**src/rtl/display_frame_buffer.sv**
```systemverilog
// display_frame_buffer: double-buffered 8-digit 7-segment frame store.
// Writes are staged and committed to the active digits only at a scan
// wrap (seg_sel 7->0) or after COMMIT_TIMEOUT cycles if scanning stalls.
// The selected digit is decoded combinationally to active-low cathodes.
//
// Ports:
//   clk, reset          system clock, async active-high reset
//   wr_en, wr_data      write request and 8 packed hex nibbles
//   wr_dp, wr_blank     per-digit decimal point enable / blank mask
//   seg_sel             digit currently scanned by the scan controller
//   wr_busy             staged update waiting for commit
//   wr_done, wr_drop    one-cycle pulses: commit happened / write refused
//   seg, dp             active-low cathodes {a..g} and decimal point
module display_frame_buffer #(
   parameter logic [31:0] RESET_DATA     = 32'h0000_0000,
   parameter int unsigned COMMIT_TIMEOUT = 1024,
   parameter int unsigned TW             = 10
) (
   input  logic        clk,
   input  logic        reset,
   input  logic        wr_en,
   input  logic [31:0] wr_data,
   input  logic [7:0]  wr_dp,
   input  logic [7:0]  wr_blank,
   input  logic [2:0]  seg_sel,
   output logic        wr_busy,
   output logic        wr_done,
   output logic        wr_drop,
   output logic [6:0]  seg,
   output logic        dp
);

   localparam logic [TW-1:0] CNT_LAST = TW'(COMMIT_TIMEOUT - 1);
   localparam logic [TW-1:0] CNT_MAX  = TW'(COMMIT_TIMEOUT);

   typedef enum logic {ST_IDLE, ST_PEND} state_t;

   state_t        state, state_nx;
   logic [TW-1:0] count, count_nx;
   logic          done_nx, drop_nx;
   logic [2:0]    prev_sel;
   logic [31:0]   stage_data, active_data;
   logic [7:0]    stage_dp, stage_blank, active_dp, active_blank;
   logic          frame_edge, accept, commit;
   logic [3:0]    nib;

   assign frame_edge = (prev_sel == 3'b111) && (seg_sel == 3'b000);
   assign accept     = (state == ST_IDLE) && wr_en;
   // boundary and timeout may coincide; either alone triggers the single commit
   assign commit     = (state == ST_PEND) && (frame_edge || (count == CNT_LAST));
   assign wr_busy    = (state == ST_PEND);

   // next-state, timeout counter and pulse generation
   always_comb begin
      state_nx = state;
      count_nx = count;
      done_nx  = 1'b0;
      drop_nx  = 1'b0;
      case (state)
         ST_IDLE: begin
            if (wr_en) begin
               state_nx = ST_PEND;
               count_nx = '0;
            end
         end
         ST_PEND: begin
            // a write in the commit cycle is still refused
            drop_nx = wr_en;
            if (commit) begin
               state_nx = ST_IDLE;
               count_nx = '0;
               done_nx  = 1'b1;
            end else if (count != CNT_MAX) begin
               count_nx = count + TW'(1);
            end
         end
         default: state_nx = ST_IDLE;
      endcase
   end

   // control state, pulses and scan history
   always_ff @(posedge clk or posedge reset) begin
      if (reset) begin
         state    <= ST_IDLE;
         count    <= '0;
         wr_done  <= 1'b0;
         wr_drop  <= 1'b0;
         prev_sel <= 3'b000;
      end else begin
         state    <= state_nx;
         count    <= count_nx;
         wr_done  <= done_nx;
         wr_drop  <= drop_nx;
         prev_sel <= seg_sel;
      end
   end

   // staging and active frame registers; active updates atomically
   always_ff @(posedge clk or posedge reset) begin
      if (reset) begin
         stage_data   <= '0;
         stage_dp     <= '0;
         stage_blank  <= '0;
         active_data  <= RESET_DATA;
         active_dp    <= '0;
         active_blank <= '0;
      end else begin
         if (accept) begin
            stage_data  <= wr_data;
            stage_dp    <= wr_dp;
            stage_blank <= wr_blank;
         end
         if (commit) begin
            active_data  <= stage_data;
            active_dp    <= stage_dp;
            active_blank <= stage_blank;
         end
      end
   end

   assign nib = active_data[{seg_sel, 2'b00} +: 4];

   // zero-latency digit decode, active-low {a,b,c,d,e,f,g}
   always_comb begin
      seg = 7'b1111111;
      dp  = 1'b1;
      if (!active_blank[seg_sel]) begin
         dp = ~active_dp[seg_sel];
         case (nib)
            4'h0: seg = 7'b0000001;
            4'h1: seg = 7'b1001111;
            4'h2: seg = 7'b0010010;
            4'h3: seg = 7'b0000110;
            4'h4: seg = 7'b1001100;
            4'h5: seg = 7'b0100100;
            4'h6: seg = 7'b0100000;
            4'h7: seg = 7'b0001111;
            4'h8: seg = 7'b0000000;
            4'h9: seg = 7'b0000100;
            4'hA: seg = 7'b0001000;
            4'hB: seg = 7'b1100000;
            4'hC: seg = 7'b0110001;
            4'hD: seg = 7'b1000010;
            4'hE: seg = 7'b0110000;
            default: seg = 7'b0111000;
         endcase
      end
   end

endmodule
```
**config.mk**
```make
export PLATFORM = sky130hd
export DESIGN_NAME = display_frame_buffer
export DESIGN_NICKNAME = d
export VERILOG_FILES = /design/src/rtl/display_frame_buffer.sv
export SDC_FILE = /design/constraint.sdc
export NUM_CORES = 1
export LEC_CHECK = 0
export ABC_AREA = 1
export ABC_CLOCK_PERIOD_IN_PS = 4200
export BUFFER_PORTS_ARGS = -buffer_cell sky130_fd_sc_hd__buf_4
export CAP_MARGIN = 20
export CELL_PAD_IN_SITES_DETAIL_PLACEMENT = 0
export CELL_PAD_IN_SITES_GLOBAL_PLACEMENT = 1
export CORE_MARGIN = 2
export CORE_UTILIZATION = 44
export CTS_CLUSTER_SIZE = 20
export DETAILED_ROUTE_END_ITERATION = 10
export PLACE_DENSITY_LB_ADDON = 0.1
export SLEW_MARGIN = 20
export SYNTH_ARGS = -nofsm -noshare
export SYNTH_HDL_FRONTEND = slang
export SYNTH_SLANG_ARGS = --single-unit
```
**constraint.sdc**
```tcl
create_clock -name clk -period 4.2 [get_ports clk]
set_input_delay 0.84 -clock clk [delete_from_list [all_inputs] [get_ports clk]]
set_output_delay 0.84 -clock clk [all_outputs]
set_load 0.1 [all_outputs]
```
# == Word-level counts from Yosys, hierarchy flattened ==
# Memories as Yosys holds them, arrays and structs flattened.
# Cells that the tools add are included.
# word_totals
memories,1
input_bits,54
word_cells,44
register_bits,112
rom_bits,112
out_inout_bits,11
# op_classes
bitwise,2
addsub,1
n_eq_ne,4
reduce_logical,7
shift,1
mux,16
magnitude_cmp,1
# memory_table
name,words,width,read_ports,rd_clocked_by_memory_dff,wr,line,text
(no name shown),16,7,1,0,0,129,case (nib)
# ops
op,count
$shiftx A32 B6 Y4,1
$mux W10,3
$pmux W10 S2,1
$add A10 B1 Y10 const B,1
$eq A10 B10 Y1 const B,1
$reduce_bool A10 Y1,1
$mux W1,8
$mux W7,1
$bmux W1 S3,2
$lt A3 B4 Y1 const B,1
$eq A3 B3 Y1 const B,1
$logic_and A1 B1 Y1,3
$logic_not A3 Y1,1
$ne A3 B1 Y1 const B,1
$ne A2 B2 Y1 const B,1
$not A1 Y1,2
$pmux W1 S2,1
$reduce_and A2 Y1,1
$logic_or A1 B1 Y1,1

# == Longest topological paths before layout ==
# depth
depth_word,6
ltp_mapped,14
ltp_nobuf,13

# == Worst setup path before layout ==
# OpenSTA, ideal clock, no wires.
# synth_timing
path_kind,input-to-output
from,in seg_sel[0]
to,out seg[3]
t_required_ns,3.360
n_path_buf,2
setup_slack_ns,0.537
arrival_time_ns,2.823
path_stages,12
cell_sequence,buf_4 buf_4 nand2_1 nand3_1 nand2_1 o21ai_1 inv_1 ha_1 nand3_1 nand2_1 nand2_1 nand3_1
# synth_between
elab_chain_len,3
word_cells_on_any_way,5
cone_classes,shift (1); mux (3); memory (1)
# synth_lines
element,line,text
start: declaration,25,"input logic [2:0] seg_sel,"
$shiftx A32 B6 Y4 or $bmux W1 S3 (tied branches),"121, 127",
$mem_v2 Z16 W7 or $mux W1 (tied branches),-,
$mux W7 *,127,if (!active_blank[seg_sel]) begin
end: declaration,29,"output logic [6:0] seg,"
# Mark *: on every way between the ends. The rest lies on a longest branch, timed or not. The select of a mux whose other input is x is not followed.

# == Worst setup path after layout ==
# Ends and elaborated chain as after synthesis.

==> summary.txt <==
Logic synthesis
  – Count of cell types in the netlist: 28
  – Synth top area share: between 50% and 60%
  – Sequential fraction of the synthesis area: a little over half
  – #FFs+latches synth: 112
  – Yosys top cell by area: dfrtp_1
  – Syn Inst Count: 574
  – Synthesized Nets: approximately 640
  – Mapped Area: 0.005231 sq mm
  – Yosys warnings: 0
  – Post-Syn Area per Cell: slightly above 9 sq um
  – Synth top area cells: dfrtp_1 54%, nand2_1 11%, mux2_2 8.8%

Worst setup path
  – Slowest cell on crit path: o21ai_1
  – Req. time, crit path: around 3.4 ns
  – RR Endpoint: active_data[17]
  – CP Launch Type: input pin
  – WP buf/inv: 5
  – Crit path kind: input pin to output port
  – WP data arrival: 2.86 ns
  – Reg2Reg Depth: 10
  – Cell mode on critical path: nand2_1
  – Worst Path Max Fanout: 30
  – Crit end category: output port
  – CP max stage delay: 0.40 ns
  – Reg2reg start: count[0]
  – R2R Setup Slk: 1.94 ns
  – Cell breakdown of the critical path: buf_4 -> inv_1 -> buf_4 -> nand2_1 -> nand3_1 -> nand2_1 -> o21ai_1 -> inv_1 -> ha_1 -> nand3_1 -> nand2_1 -> nand2_1 -> nand3_1 -> buf_4
  – Critical path's top delay family: buffers and inverters
  – Levels on crit path: 14

Clock tree
  – H-tree depth: 3
  – CTS buffer count: 9
  – Clock sink total: around 110
  – Worst skew pair latency: 0.35 ns
  – CTS tree: built
  – Clock Path Buffers: 2
  – Post-CTS Resized: 0
  – CTS Hold Bufs: 0
  – Buffer count from post-CTS setup fixing: 0
  – Clk root buf: clkbuf_16
  – CTS clock-pin slew for the worst setup and hold paths: 0.07 ns

GRT
  – Total global routing overflow: 0
  – Initial antenna violation count: 0
  – Largest net degree at the start of global routing: 59
  – GRT Overall Usage: 17.41%
  – Vias in the first global route: 3738
  – First-pass GRT wire length: ~18 mm

STA
  – Final Slew Violations: 0
  – Clock Skew: 0.006066 ns
  – Worst relative slew slack: 51.25%
  – Count of final setup violators: 0
  – RSZ-0062 raised after global routing: false
  – Tcrit/Tclk final: 88.16%
  – Final hold violation count: 0
  – Peak Freq: between 200 and 300 MHz
  – Post-Route Setup TNS: 0 ns
  – Min Tclk post-route: 3.703 ns
  – Worst slew pin tran: approximately 0.73 ns

Final layout
  – Final design utilization: 53.37%
  – P&R area growth vs syn: 17.48%
  – Fillers: 1084
  – Non-Filler Instances: 781
  – Share of cells above drive strength 1: 23.82%
  – Commonest non-fill, non-tap cell in the layout: nand2_1
  – Fin nets: about 700
  – Most frequent cells in the layout: 152 x nand2_1, 112 x dfrtp_1, 68 x inv_1, 68 x buf_4, 44 x nand3_1
  – # diodes: 0

Drt
  – Iteration-0 DRC Markers: 235
  – Final wirelength: between 10 and 15 mm
  – Post-route antenna net violation count: 0
  – Drt wl/cell: 13.27 um
  – Drt via density: 4.907
  – DRC viols: 3
  – Pre-antenna DRT Iters: 7
  – Via count: ~3800

Placed design
  – Port bufs: 64
  – Cell count after placement: roughly 760
  – Routability cong.: 0.7996
  – HPWL after detailed placement: 7.280 mm

Min path
  – Hold endpoint: active_data[7]
  – Min-delay src: stage_data[7]
  – Hold Path Stages: 2
  – Hold Crit Class: flip-flop to flip-flop

Pwr
  – Worst vdd ir: 404.7 uV
  – Power density over cell area: 489.6 mW/mm^2
  – P_leak: 3.152 nW

Die
  – Die footprint: 0.01278 sq mm
  – Initial core utilization: 45.43%
  – Die span in x: 113.0 um
  – Core box area: 0.01152 sq mm
  – Ports: 65
  – Cell Rows: 39
  – Die H: 113.0 um

Run status
  – Failing checks: DRC
  – Outcome: finished, violations left

Run
  – Maxcap violations: 0
==> per-stage QoR <==
step / power, W / setup slack, ns / instance area (sq um) / hold WS (ns)
after floorplan: 0.001972 / 0.4010 / 5231 / 0.4436
after global placement: 0.002150 / 0.6014 / 5819 / 0.4643
after detailed placement: 0.002168 / 0.5048 / 5819 / 0.4696
after CTS: 0.003043 / 0.5081 / 6126 / 0.4861
after global routing: 0.003196 / 0.2629 / 6146 / 0.5183
final: 0.003009 / 0.4973 / 6146 / 0.4825
==> layer usage <==
| layer | track usage [%] | vias up | part of all wire (%) |
|---|---|---|---|
| met5 | 0 | - | 0 |
| met3 | 5.196 | 9 | 5.0 |
| li1 | - | 1947 | - |
| met4 | 3.496 | 0 | 1.0 |
| met1 | 24.92 | 1807 | 49 |
| met2 | 26.59 | 69 | 45 |
==> tightest hold or removal path, stage by stage (launching register included) <==
cell	delay [ns]
dfrtp_1	0.34
nand2_1	0.05
o21ai_0	0.06
==> cell families after synthesis <==
group,count (synthesis),share of synthesized area (%)
xor+xnor,2,0.3349
compound gates,68,7.391
buf+inv,94,7.917
mux,41,8.826
flops,112,53.58
simple gates,249,20.04
fa+ha+maj,8,1.913
==> cells in the mapped netlist <==
library cell / n
nor3_1: 3
o21ai_1: 2
nand3_1: 44
nor2_2: 2
nand2_1: 153
o21ai_2: 7
o211ai_1: 5
nand4_1: 6
mux2_2: 41
buf_2: 14
buf_12: 1
clkbuf_1: 3
dfrtp_1: 112
o31ai_1: 1
xor2_1: 2
nand2_2: 10
nand3b_1: 1
o21ai_0: 43
clkinv_2: 1
buf_4: 3
nand3_2: 1
buf_6: 2
inv_1: 69
ha_1: 8
inv_2: 1
nor2_1: 29
o21bai_1: 2
a21oi_1: 8
==> how the worst max path moves through the flow <==
stage                      end  slack [ns]  startpoint
5_1_grt                 seg[1]        0.26  seg_sel[0]
6_report                seg[3]        0.50  seg_sel[0]
4_1_cts                 seg[3]        0.51  seg_sel[0]
3_5_place_dp            seg[3]        0.50  seg_sel[0]
3_3_place_gp            seg[5]        0.60  seg_sel[0]
2_1_floorplan  active_blank[0]        0.40       reset
==> area by class of cell <==
type | instances | area, sq um | area share [%]
flip-flops and latches | 112 | 2803 | 45.60
multi-input cells | 368 | 2017 | 32.82
clock buffers | 10 | 239.0 | 3.888
repair buffers | 71 | 570.5 | 9.283
inverters | 71 | 270.3 | 4.397
clock inverters | 6 | 67.56 | 1.099
well taps | 143 | 178.9 | 2.911
==> report_power, final <==
group	total, W	internal [W]	switching [W]
Clock	0.000871	0.000482	0.000389
Combinational	0.000706	0.000262	0.000443
Sequential	0.00143	0.00133	0.000105
Total	0.00301	0.00207	0.000938
==> registers in the layout, indices dropped and copies added, names as in the netlist <==
| register | cells |
|---|---|
| wr_done | 1 |
| stage_data | 32 |
| active_data | 32 |
| active_dp | 8 |
| prev_sel | 3 |
| active_blank | 8 |
| count | 10 |
| stage_dp | 8 |
| wr_busy | 1 |
| wr_drop | 1 |
| stage_blank | 8 |
Note: power is estimated with default switching activity, not from simulation.
